**src/rtl/dc_pkg.sv**
```systemverilog
// Constants and helpers shared by the read and write sides of the EVR
// delay-compensation event/timestamp FIFO.
package dc_pkg;

    localparam int unsigned FIFO36_RD_LATENCY = 2;

    // Physical FIFO36 port width that holds a logical word of w bits.
    function automatic int unsigned fifo36_width(input int unsigned w);
        if (w <= 4)       return 4;
        else if (w <= 8)  return 9;
        else if (w <= 16) return 18;
        else if (w <= 32) return 36;
        else              return 72;
    endfunction

    function automatic int unsigned lvl_width(input int unsigned depth);
        return $clog2(depth) + 1;
    endfunction

endpackage

```
**src/rtl/fifo_stream_reader_if.sv**
```systemverilog
// FIFO read port plus outgoing valid/ready stream of the FIFO read engine.
interface fifo_stream_reader_if #(
    parameter int unsigned WIDTH = 32,
    parameter int unsigned LVL_W = 3
);
    logic             fifo_empty;
    logic [WIDTH-1:0] fifo_d_out;
    logic             fifo_rd_en;
    logic [WIDTH-1:0] m_data;
    logic             m_valid;
    logic             m_ready;
    logic [LVL_W-1:0] buf_level;

    modport master (
        input  fifo_empty, fifo_d_out, m_ready,
        output fifo_rd_en, m_data, m_valid, buf_level
    );

    modport slave (
        output fifo_empty, fifo_d_out, m_ready,
        input  fifo_rd_en, m_data, m_valid, buf_level
    );
endinterface

```
**src/rtl/dc_sync_buf.sv**
```systemverilog
// Single-clock circular buffer with push/pop and occupancy level; the head
// entry is presented straight from storage registers.
module dc_sync_buf #(
    parameter int unsigned WIDTH = 32,
    parameter int unsigned DEPTH = 4
) (
    input  logic                   clk,
    input  logic                   rst_n,
    input  logic                   push_i,
    input  logic [WIDTH-1:0]       data_i,
    input  logic                   pop_i,
    output logic [WIDTH-1:0]       head_o,
    output logic                   valid_o,
    output logic [$clog2(DEPTH):0] level_o
);
    localparam int unsigned PW = $clog2(DEPTH);
    localparam logic [PW:0] DEPTH_L = (PW + 1)'(DEPTH);

    logic [WIDTH-1:0] mem_q [DEPTH];
    logic [PW-1:0]    wr_ptr_q, wr_ptr_d;
    logic [PW-1:0]    rd_ptr_q, rd_ptr_d;
    logic [PW:0]      level_q, level_d;
    logic             do_pop;

    assign valid_o = (level_q != '0);
    assign do_pop  = pop_i & valid_o;
    assign head_o  = mem_q[rd_ptr_q];
    assign level_o = level_q;

    always_comb begin
        wr_ptr_d = wr_ptr_q;
        rd_ptr_d = rd_ptr_q;
        level_d  = level_q;
        if (push_i) wr_ptr_d = wr_ptr_q + 1'b1;
        if (do_pop) rd_ptr_d = rd_ptr_q + 1'b1;
        unique case ({push_i, do_pop})
            2'b10:   level_d = level_q + 1'b1;
            2'b01:   level_d = level_q - 1'b1;
            default: level_d = level_q;
        endcase
    end

    always_ff @(posedge clk or negedge rst_n) begin
        if (!rst_n) begin
            for (int unsigned i = 0; i < DEPTH; i++) mem_q[i] <= '0;
            wr_ptr_q <= '0;
            rd_ptr_q <= '0;
            level_q  <= '0;
        end else begin
            if (push_i) mem_q[wr_ptr_q] <= data_i;
            wr_ptr_q <= wr_ptr_d;
            rd_ptr_q <= rd_ptr_d;
            level_q  <= level_d;
        end
    end

    a_no_overflow: assert property (@(posedge clk) disable iff (!rst_n)
        !(push_i && level_q == DEPTH_L));

endmodule

```
**src/rtl/fifo_stream_reader.sv**
```systemverilog
// Read-side engine for the dual-clock EVR event/timestamp FIFO: credit-gated
// read enables, in-flight tracking and a local buffer feeding a stream.
module fifo_stream_reader
    import dc_pkg::*;
#(
    parameter int unsigned WIDTH      = 32,
    parameter int unsigned RD_LATENCY = FIFO36_RD_LATENCY,
    parameter int unsigned BUF_DEPTH  = 4
) (
    input  logic                 clk,
    input  logic                 rst_n,
    fifo_stream_reader_if.master bus
);
    localparam int unsigned LW = lvl_width(BUF_DEPTH);
    localparam logic [LW-1:0] DEPTH_L = LW'(BUF_DEPTH);

    logic [RD_LATENCY-1:0] inflight_q, inflight_d;
    logic [LW-1:0]         inflight_cnt;
    logic [LW-1:0]         level;
    logic [LW-1:0]         credit;
    logic                  rd_en;
    logic                  capture;
    logic                  pop;
    logic                  head_valid;
    logic [WIDTH-1:0]      head_data;

    always_comb begin
        inflight_cnt = '0;
        for (int unsigned i = 0; i < RD_LATENCY; i++)
            inflight_cnt = inflight_cnt + LW'(inflight_q[i]);
    end

    // Credit counts words already buffered plus words still in the FIFO
    // output pipeline, so a word can never arrive without a free slot.
    assign credit  = DEPTH_L - level - inflight_cnt;
    assign rd_en   = rst_n & ~bus.fifo_empty & (credit != '0);
    assign capture = inflight_q[RD_LATENCY-1];
    assign pop     = head_valid & bus.m_ready;

    // Shift towards the MSB; the cast drops the oldest bit and covers RD_LATENCY=1.
    assign inflight_d = RD_LATENCY'({inflight_q, rd_en});

    always_ff @(posedge clk or negedge rst_n) begin
        if (!rst_n) inflight_q <= '0;
        else        inflight_q <= inflight_d;
    end

    dc_sync_buf #(
        .WIDTH (WIDTH),
        .DEPTH (BUF_DEPTH)
    ) u_buf (
        .clk     (clk),
        .rst_n   (rst_n),
        .push_i  (capture),
        .data_i  (bus.fifo_d_out),
        .pop_i   (pop),
        .head_o  (head_data),
        .valid_o (head_valid),
        .level_o (level)
    );

    assign bus.fifo_rd_en = rd_en;
    assign bus.m_data     = head_data;
    assign bus.m_valid    = head_valid;
    assign bus.buf_level  = level;

    a_credit_bound: assert property (@(posedge clk) disable iff (!rst_n)
        ({1'b0, level} + {1'b0, inflight_cnt}) <= {1'b0, DEPTH_L});
    a_no_read_empty: assert property (@(posedge clk) disable iff (!rst_n)
        rd_en |-> !bus.fifo_empty);

endmodule

```
**src/flat_wrapper.sv**
```systemverilog
// flat-port wrapper written by rule: the top's interface ports become plain ports
module fifo_stream_reader_flat import dc_pkg::*;
#(
    parameter int unsigned WIDTH      = 32,
    parameter int unsigned RD_LATENCY = FIFO36_RD_LATENCY,
    parameter int unsigned BUF_DEPTH  = 4
)
  (clk, rst_n, bus_fifo_empty, bus_fifo_d_out, bus_m_ready, bus_fifo_rd_en, bus_m_data, bus_m_valid, bus_buf_level);
  fifo_stream_reader_if #(.WIDTH(WIDTH), .LVL_W(($clog2((4)) + 1))) bus_i ();
  input  logic clk;
  input  logic rst_n;
  input wire logic [$bits(bus_i.fifo_empty)-1:0] bus_fifo_empty;
  input wire logic [$bits(bus_i.fifo_d_out)-1:0] bus_fifo_d_out;
  input wire logic [$bits(bus_i.m_ready)-1:0] bus_m_ready;
  output wire logic [$bits(bus_i.fifo_rd_en)-1:0] bus_fifo_rd_en;
  output wire logic [$bits(bus_i.m_data)-1:0] bus_m_data;
  output wire logic [$bits(bus_i.m_valid)-1:0] bus_m_valid;
  output wire logic [$bits(bus_i.buf_level)-1:0] bus_buf_level;
  assign bus_i.fifo_empty = bus_fifo_empty;
  assign bus_i.fifo_d_out = bus_fifo_d_out;
  assign bus_i.m_ready = bus_m_ready;
  assign bus_fifo_rd_en = bus_i.fifo_rd_en;
  assign bus_m_data = bus_i.m_data;
  assign bus_m_valid = bus_i.m_valid;
  assign bus_buf_level = bus_i.buf_level;
  fifo_stream_reader #(.WIDTH(WIDTH), .RD_LATENCY(RD_LATENCY), .BUF_DEPTH(BUF_DEPTH)) u_core (.clk(clk), .rst_n(rst_n), .bus(bus_i));
endmodule
```
**config.mk**
```make
export PLATFORM = sky130hd
export DESIGN_NAME = fifo_stream_reader_flat
export DESIGN_NICKNAME = d
export VERILOG_FILES = /design/src/rtl/dc_pkg.sv /design/src/rtl/fifo_stream_reader_if.sv /design/src/rtl/dc_sync_buf.sv /design/src/rtl/fifo_stream_reader.sv /design/src/flat_wrapper.sv
export SDC_FILE = /design/constraint.sdc
export NUM_CORES = 1
export LEC_CHECK = 0
export BUFFER_PORTS_ARGS = -buffer_cell sky130_fd_sc_hd__buf_2
export CORE_MARGIN = 2
export CORE_UTILIZATION = 58
export CTS_CLUSTER_DIAMETER = 40
export DETAILED_ROUTE_END_ITERATION = 7
export PLACE_DENSITY = 0.79
export RECOVER_POWER = 100
export SETUP_SLACK_MARGIN = 0.02
export SLEW_MARGIN = 20
export SYNTH_ARGS = -nofsm -noshare
export SYNTH_HDL_FRONTEND = slang
export SYNTH_SLANG_ARGS = --single-unit
```
**constraint.sdc**
```tcl
create_clock -name clk -period 2.3 [get_ports clk]
set_input_delay 0.46 -clock clk [delete_from_list [all_inputs] [get_ports clk]]
set_output_delay 0.46 -clock clk [all_outputs]
set_load 0.005 [all_outputs]
```
Word level (Yosys, flattened, before mapping) --
Index checks and enable logic that the tools add are counted.
Word-level totals: register bits 137, bits in latches 0, bits in writable memories 0, ROM bits 0, input bits 36, output and inout bits 37, word-level logic and storage cells 38, memories 0
Operators by class: add/sub/neg operators 7, multiply operators 0, div/mod/pow operators 0, magnitude comparators 3, equality and inequality tests 2, shifts and indexed selects 0, multiplexer cells 7, bitwise operators 7, reductions and logical operators 4
Operators with widths (count):
- bitwise mux 128 bit | 1
- two-way mux 32 bit | 3
- binary-select mux 32 bit (select 2 bit) | 1
- demux 32 bit (select 2 bit) | 1
- greater-or-equal comparator 3 bit (second input constant) | 2
- NOT 2 -> 3 bit | 2
- case mux 3 bit (2 select lines) | 1
- nonzero test 3 bit | 2
- adder 2 x 1 -> 2 bit (second input constant) | 2
- AND 1 bit | 4
- adder 3 x 1 -> 3 bit (second input constant) | 1
- < comparator 3 x 1 -> 1 bit (second input constant) | 1
- subtractor 3 x 1 -> 3 bit (second input constant) | 1
- subtractor 3 bit | 1
- subtractor 3 bit (first input constant) | 1
- adder 1 x 1 -> 2 bit | 1
- equality test 2 x 1 -> 1 bit (second input constant) | 1
- equality test 2 bit (second input constant) | 1
- nonzero test 2 bit | 1
- logical AND 1 bit | 1
- NOT 1 bit | 1

Longest topological paths before layout --
word-level depth 6, mapped depth 8

By module --
Synthesis repeated with hierarchy kept, for this count alone.
Second synthesis, totals: cells, all modules 359, area total of the unflattened synthesis 6187.2 sq um
Modules (own cells, without submodules):
- dc_sync_buf | instances 1, cells each 345, area an instance 6032.0 sq um, seq. area each 3378.2 sq um
- fifo_stream_reader | instances 1, cells each 14, area an instance 155.1 sq um, seq. area each 50.0 sq um

Least setup slack after synthesis --
Ideal clock, no wire load.
path kind register to output, start register u_core.inflight_q[1], end output port bus_fifo_rd_en, arrival time 1.584 ns, setup slack 0.256 ns, cell stages (with the launch flop) 8, path buffers 0, path through dfrtp_1 > ha_1 > ha_1 > inv_1 > ha_1 > xnor2_1 > xnor2_1 > o311a_1
Between the ends: longest elaborated chain between the ends 4
Ends and longest elaborated chain:
- from (decl) | RTL line fifo_stream_reader.sv:17 | logic [RD_LATENCY-1:0] inflight_q, inflight_d;
- from (signal assigned) | RTL line fifo_stream_reader.sv:45 | else inflight_q <= inflight_d;
- adder 1 x 1 -> 2 bit | RTL line fifo_stream_reader.sv:30 | inflight_cnt = inflight_cnt + LW'(inflight_q[i]);
- subtractor 3 bit | RTL line fifo_stream_reader.sv:35 | assign credit = DEPTH_L - level - inflight_cnt;
- nonzero test 3 bit | RTL line fifo_stream_reader.sv:36 | assign rd_en = rst_n & ~bus.fifo_empty & (credit != '0);
- AND 1 bit | RTL line fifo_stream_reader.sv:36
- to (decl) | RTL line flat_wrapper.sv:15 | output wire logic [$bits(bus_i.fifo_rd_en)-1:0] bus_fifo_rd_en;
Every way passes these cells.

Worst setup path after layout --
Ends and elaborated chain as after synthesis.

==> impl_metrics.toml <==
[floorplanning]
die_y_um = 107
start_util_pct = 59.7
die_area_sq_um = 11500
core_area_sq_um = 10400
io_pins = 73
rows = 37
die_x_um = 107

[clocking]
numCtsBuffers = 17
clk_latency_ns = 0.52
clkTransAtPathRegs_ns = 0.06
cts_buffer_depth = 2
cts_max_level = 4
root_buffer = "clkbuf_8"
cts_tree = "yes"
cts.sinks = 137
cts.hold.buffers_added = 0

[detailed_routing]
antenna_left = 0
drt-initial-drc-count = 113
via_per_inst = 5.67
vias = 3375
finalWirelength_mm = 11.5
drt_drc_violations_left = 0
wl_per_cell_um = 19.4
drtPass1Iterations = 4

[final_layout]
nets = 492
final_common_cell = "dfrtp_1"
final_cell_count_no_fill = 595
diodes = 0
final_cell_mix = "135 x dfrtp_1, 118 x mux2_2, 69 x buf_2, 32 x mux4_2, 16 x clkbuf_16"
drive_above_1_share_pct = 61.4
area_growth_pct = 17.6
fillers = 702

[timing]
fin_ws_ns = -0.391
min_period_ns = 2.69
slew_headroom_pct = -23.0
slew_viol_final = 138
holdWs_ns = 0.183
finalCritPeriodShare_pct = 117
grt_setup_unrepaired = "yes"
hold_violations = 0
finalSetupViolCount = 30
timing.fmax_mhz = 372
worst_pin_slew_ns = 1.84
fin_skew_ns = 0.00552

[logic_synthesis]
seq_area_frac_synth_pct = 55.3
avgSynthCellArea_sq_um = 17.4
synth_ff_type = "dfrtp_1"
yosys.area.top_type = "dfrtp_1"
netlist-cell-type-count = 25
synthesis.nets = 403
ys_warn_count = 0
yosysTopAreaCellShare_pct = 55.3
synthTopCellsByArea = "dfrtp_1 55%, mux2_2 22%, mux4_2 10%"
ys_ff_latch = 137
syn_inst = 357
synth_area_sq_um = 6200
synth_edf_count = 0
ys_async_sr_fraction_pct = 100

[worst_hold_path]
worstHoldStart = "bus_fifo_empty"
min_path_cells = 3
worst_hold_path_type = "in2reg"

[power]
vdd_ir_drop_max_v = 0.000834
leakage_nw = 3.20
power_density_nw_per_um2 = 1560

[global_routing]
grt_pass1_vias = 3741
grt_max_degree = 138
antenna_found_initial = 0
grt.overflow.total = 0
grt_pass1_wl_mm = 19.1
groute.usage.overall_pct = 22.4

[run_status]
violations = "max-capacitance violations, max-slew violations, negative setup slack"
status = "finished with violations"

[setup_path]
worstPathArrival_ns = 2.23
cp_slowest_cell = "dfrtp_1"
cp_data_required_time_ns = 1.84
critPathMaxStageDelay_ns = 0.41
cp_common_cell = "ha_4"
cp_cell_sequence = "ha_4, ha_4, inv_2, ha_4, xnor2_2, xnor2_1, o311a_1, buf_2"
critPathTopFamily = "adder cells"
worstSetupPathType = "reg2out"
path_max_fanout = 2
critical_path_depth = 8
startpoint_type = "register"
cp-end-kind = "output port"
crit_start = "u_core.inflight_q[1]$_DFF_PN0_"
reg2reg_depth = 4
path_buf_inv = 2
reg2reg_from = "u_core.u_buf.wr_ptr_q[0]$_DFFE_PN0P_"

[flow_run]
maxCapViolations = 1

[placement]
hpwl_mm = 6.87
place.gp.congestion = 0.705
portBuffers = 72
place_inst = 552
final timing paths:
path                                                         to  slack (ns)
max                                              bus_fifo_rd_en       -0.39
min                              u_core.inflight_q[0]$_DFF_PN0_        0.18
max reg2reg                 u_core.u_buf.mem_q[125]$_DFFE_PN0P_        0.37
min reg2reg                      u_core.inflight_q[1]$_DFF_PN0_        0.45
max in group asynchronous  u_core.u_buf.rd_ptr_q[0]$_DFFE_PN0P_        0.11
min in group asynchronous   u_core.u_buf.mem_q[104]$_DFFE_PN0P_        0.73
metrics by stage:
step           instance area [sq um]  power (W)  util (%)  worst slack, ns  setup TNS (ns)
3_3_place_gp                    6600    0.00830      63.6            0.116               0
2_1_floorplan                   6200    0.00728         -            0.256               0
6_report                        7290     0.0113      70.3           -0.391           -1.65
4_1_cts                         7370     0.0115      71.1           -0.467           -3.02
3_5_place_dp                    6600    0.00853      63.6           0.0591               0
5_1_grt                         7290     0.0120      70.3           -0.474           -3.90
cell families (layout without fill, tap and decap cells):
| kind of cell | Yosys count | count (layout) | share of synthesized area, % |
|---|---|---|---|
| AO/OA/AOI/OAI | 3 | 3 | 0.384 |
| adder cells (fa/ha/maj) | 10 | 10 | 2.14 |
| flip-flops | 137 | 137 | 55.3 |
| multiplexers | 161 | 161 | 35.7 |
| buffers and inverters | 30 | 132 | 4.28 |
| XOR/XNOR | 8 | 8 | 1.13 |
| AND/OR/NAND/NOR | 8 | 8 | 1.01 |
tightest hold or removal path, cell delays in order:
cell     delay, ns
buf_2         0.07
inv_1         0.03
o311a_1       0.10
synthesized netlist by cell type (2+ instances only):
library cell,number
mux4_1,4
buf_4,2
mux2_4,7
buf_6,11
xor2_1,4
dfrtp_1,137
nand2_4,4
buf_12,3
xnor2_1,4
nand2_1,2
mux2_2,119
inv_1,9
mux4_2,28
buf_2,3
mux2_1,2
ha_1,9
cell type report:
type	count	area [sq um]	share of cell area (%)
clock buffers	24	490	6.73
clock inverters	8	67.6	0.927
inverters	9	33.8	0.464
multi-input cells	190	2500	34.3
flip-flops and latches	137	3430	47.1
well taps	136	170	2.33
repair buffers	91	591	8.10
report_power, final:
| group | switching (W) | internal (W) |
|---|---|---|
| combinational | 0.00163 | 0.00285 |
| clock | 0.000955 | 0.00156 |
| sequential | 0.000669 | 0.00366 |
| total | 0.00326 | 0.00808 |
per-layer routing:
layer / vias up / global-route usage [%] / wire length, um
li1: 1496 / - / -
met2: 65 / 36.5 / 5910
met4: 0 / 8.24 / 142
met3: 13 / 6.23 / 471
met5: - / 0 / 0
met1: 1801 / 28.8 / 4990
registers in the layout, indices dropped and copies added, names as in the netlist:
register,cells
u_core.u_buf.rd_ptr_q,2
u_core.inflight_q,2
u_core.u_buf.wr_ptr_q,2
u_core.u_buf.level_o,3
u_core.u_buf.mem_q,128
timing repair:
action / CTS / global route
gates resized for setup: 27 / 3
buffers inserted: 9 / 3
hold endpoints to repair: 0 / 0
pin swaps: 6 / 5
setup endpoints to repair: 33 / 33
cloned: 2 / 0
Note: power is estimated with default switching activity, not from simulation.
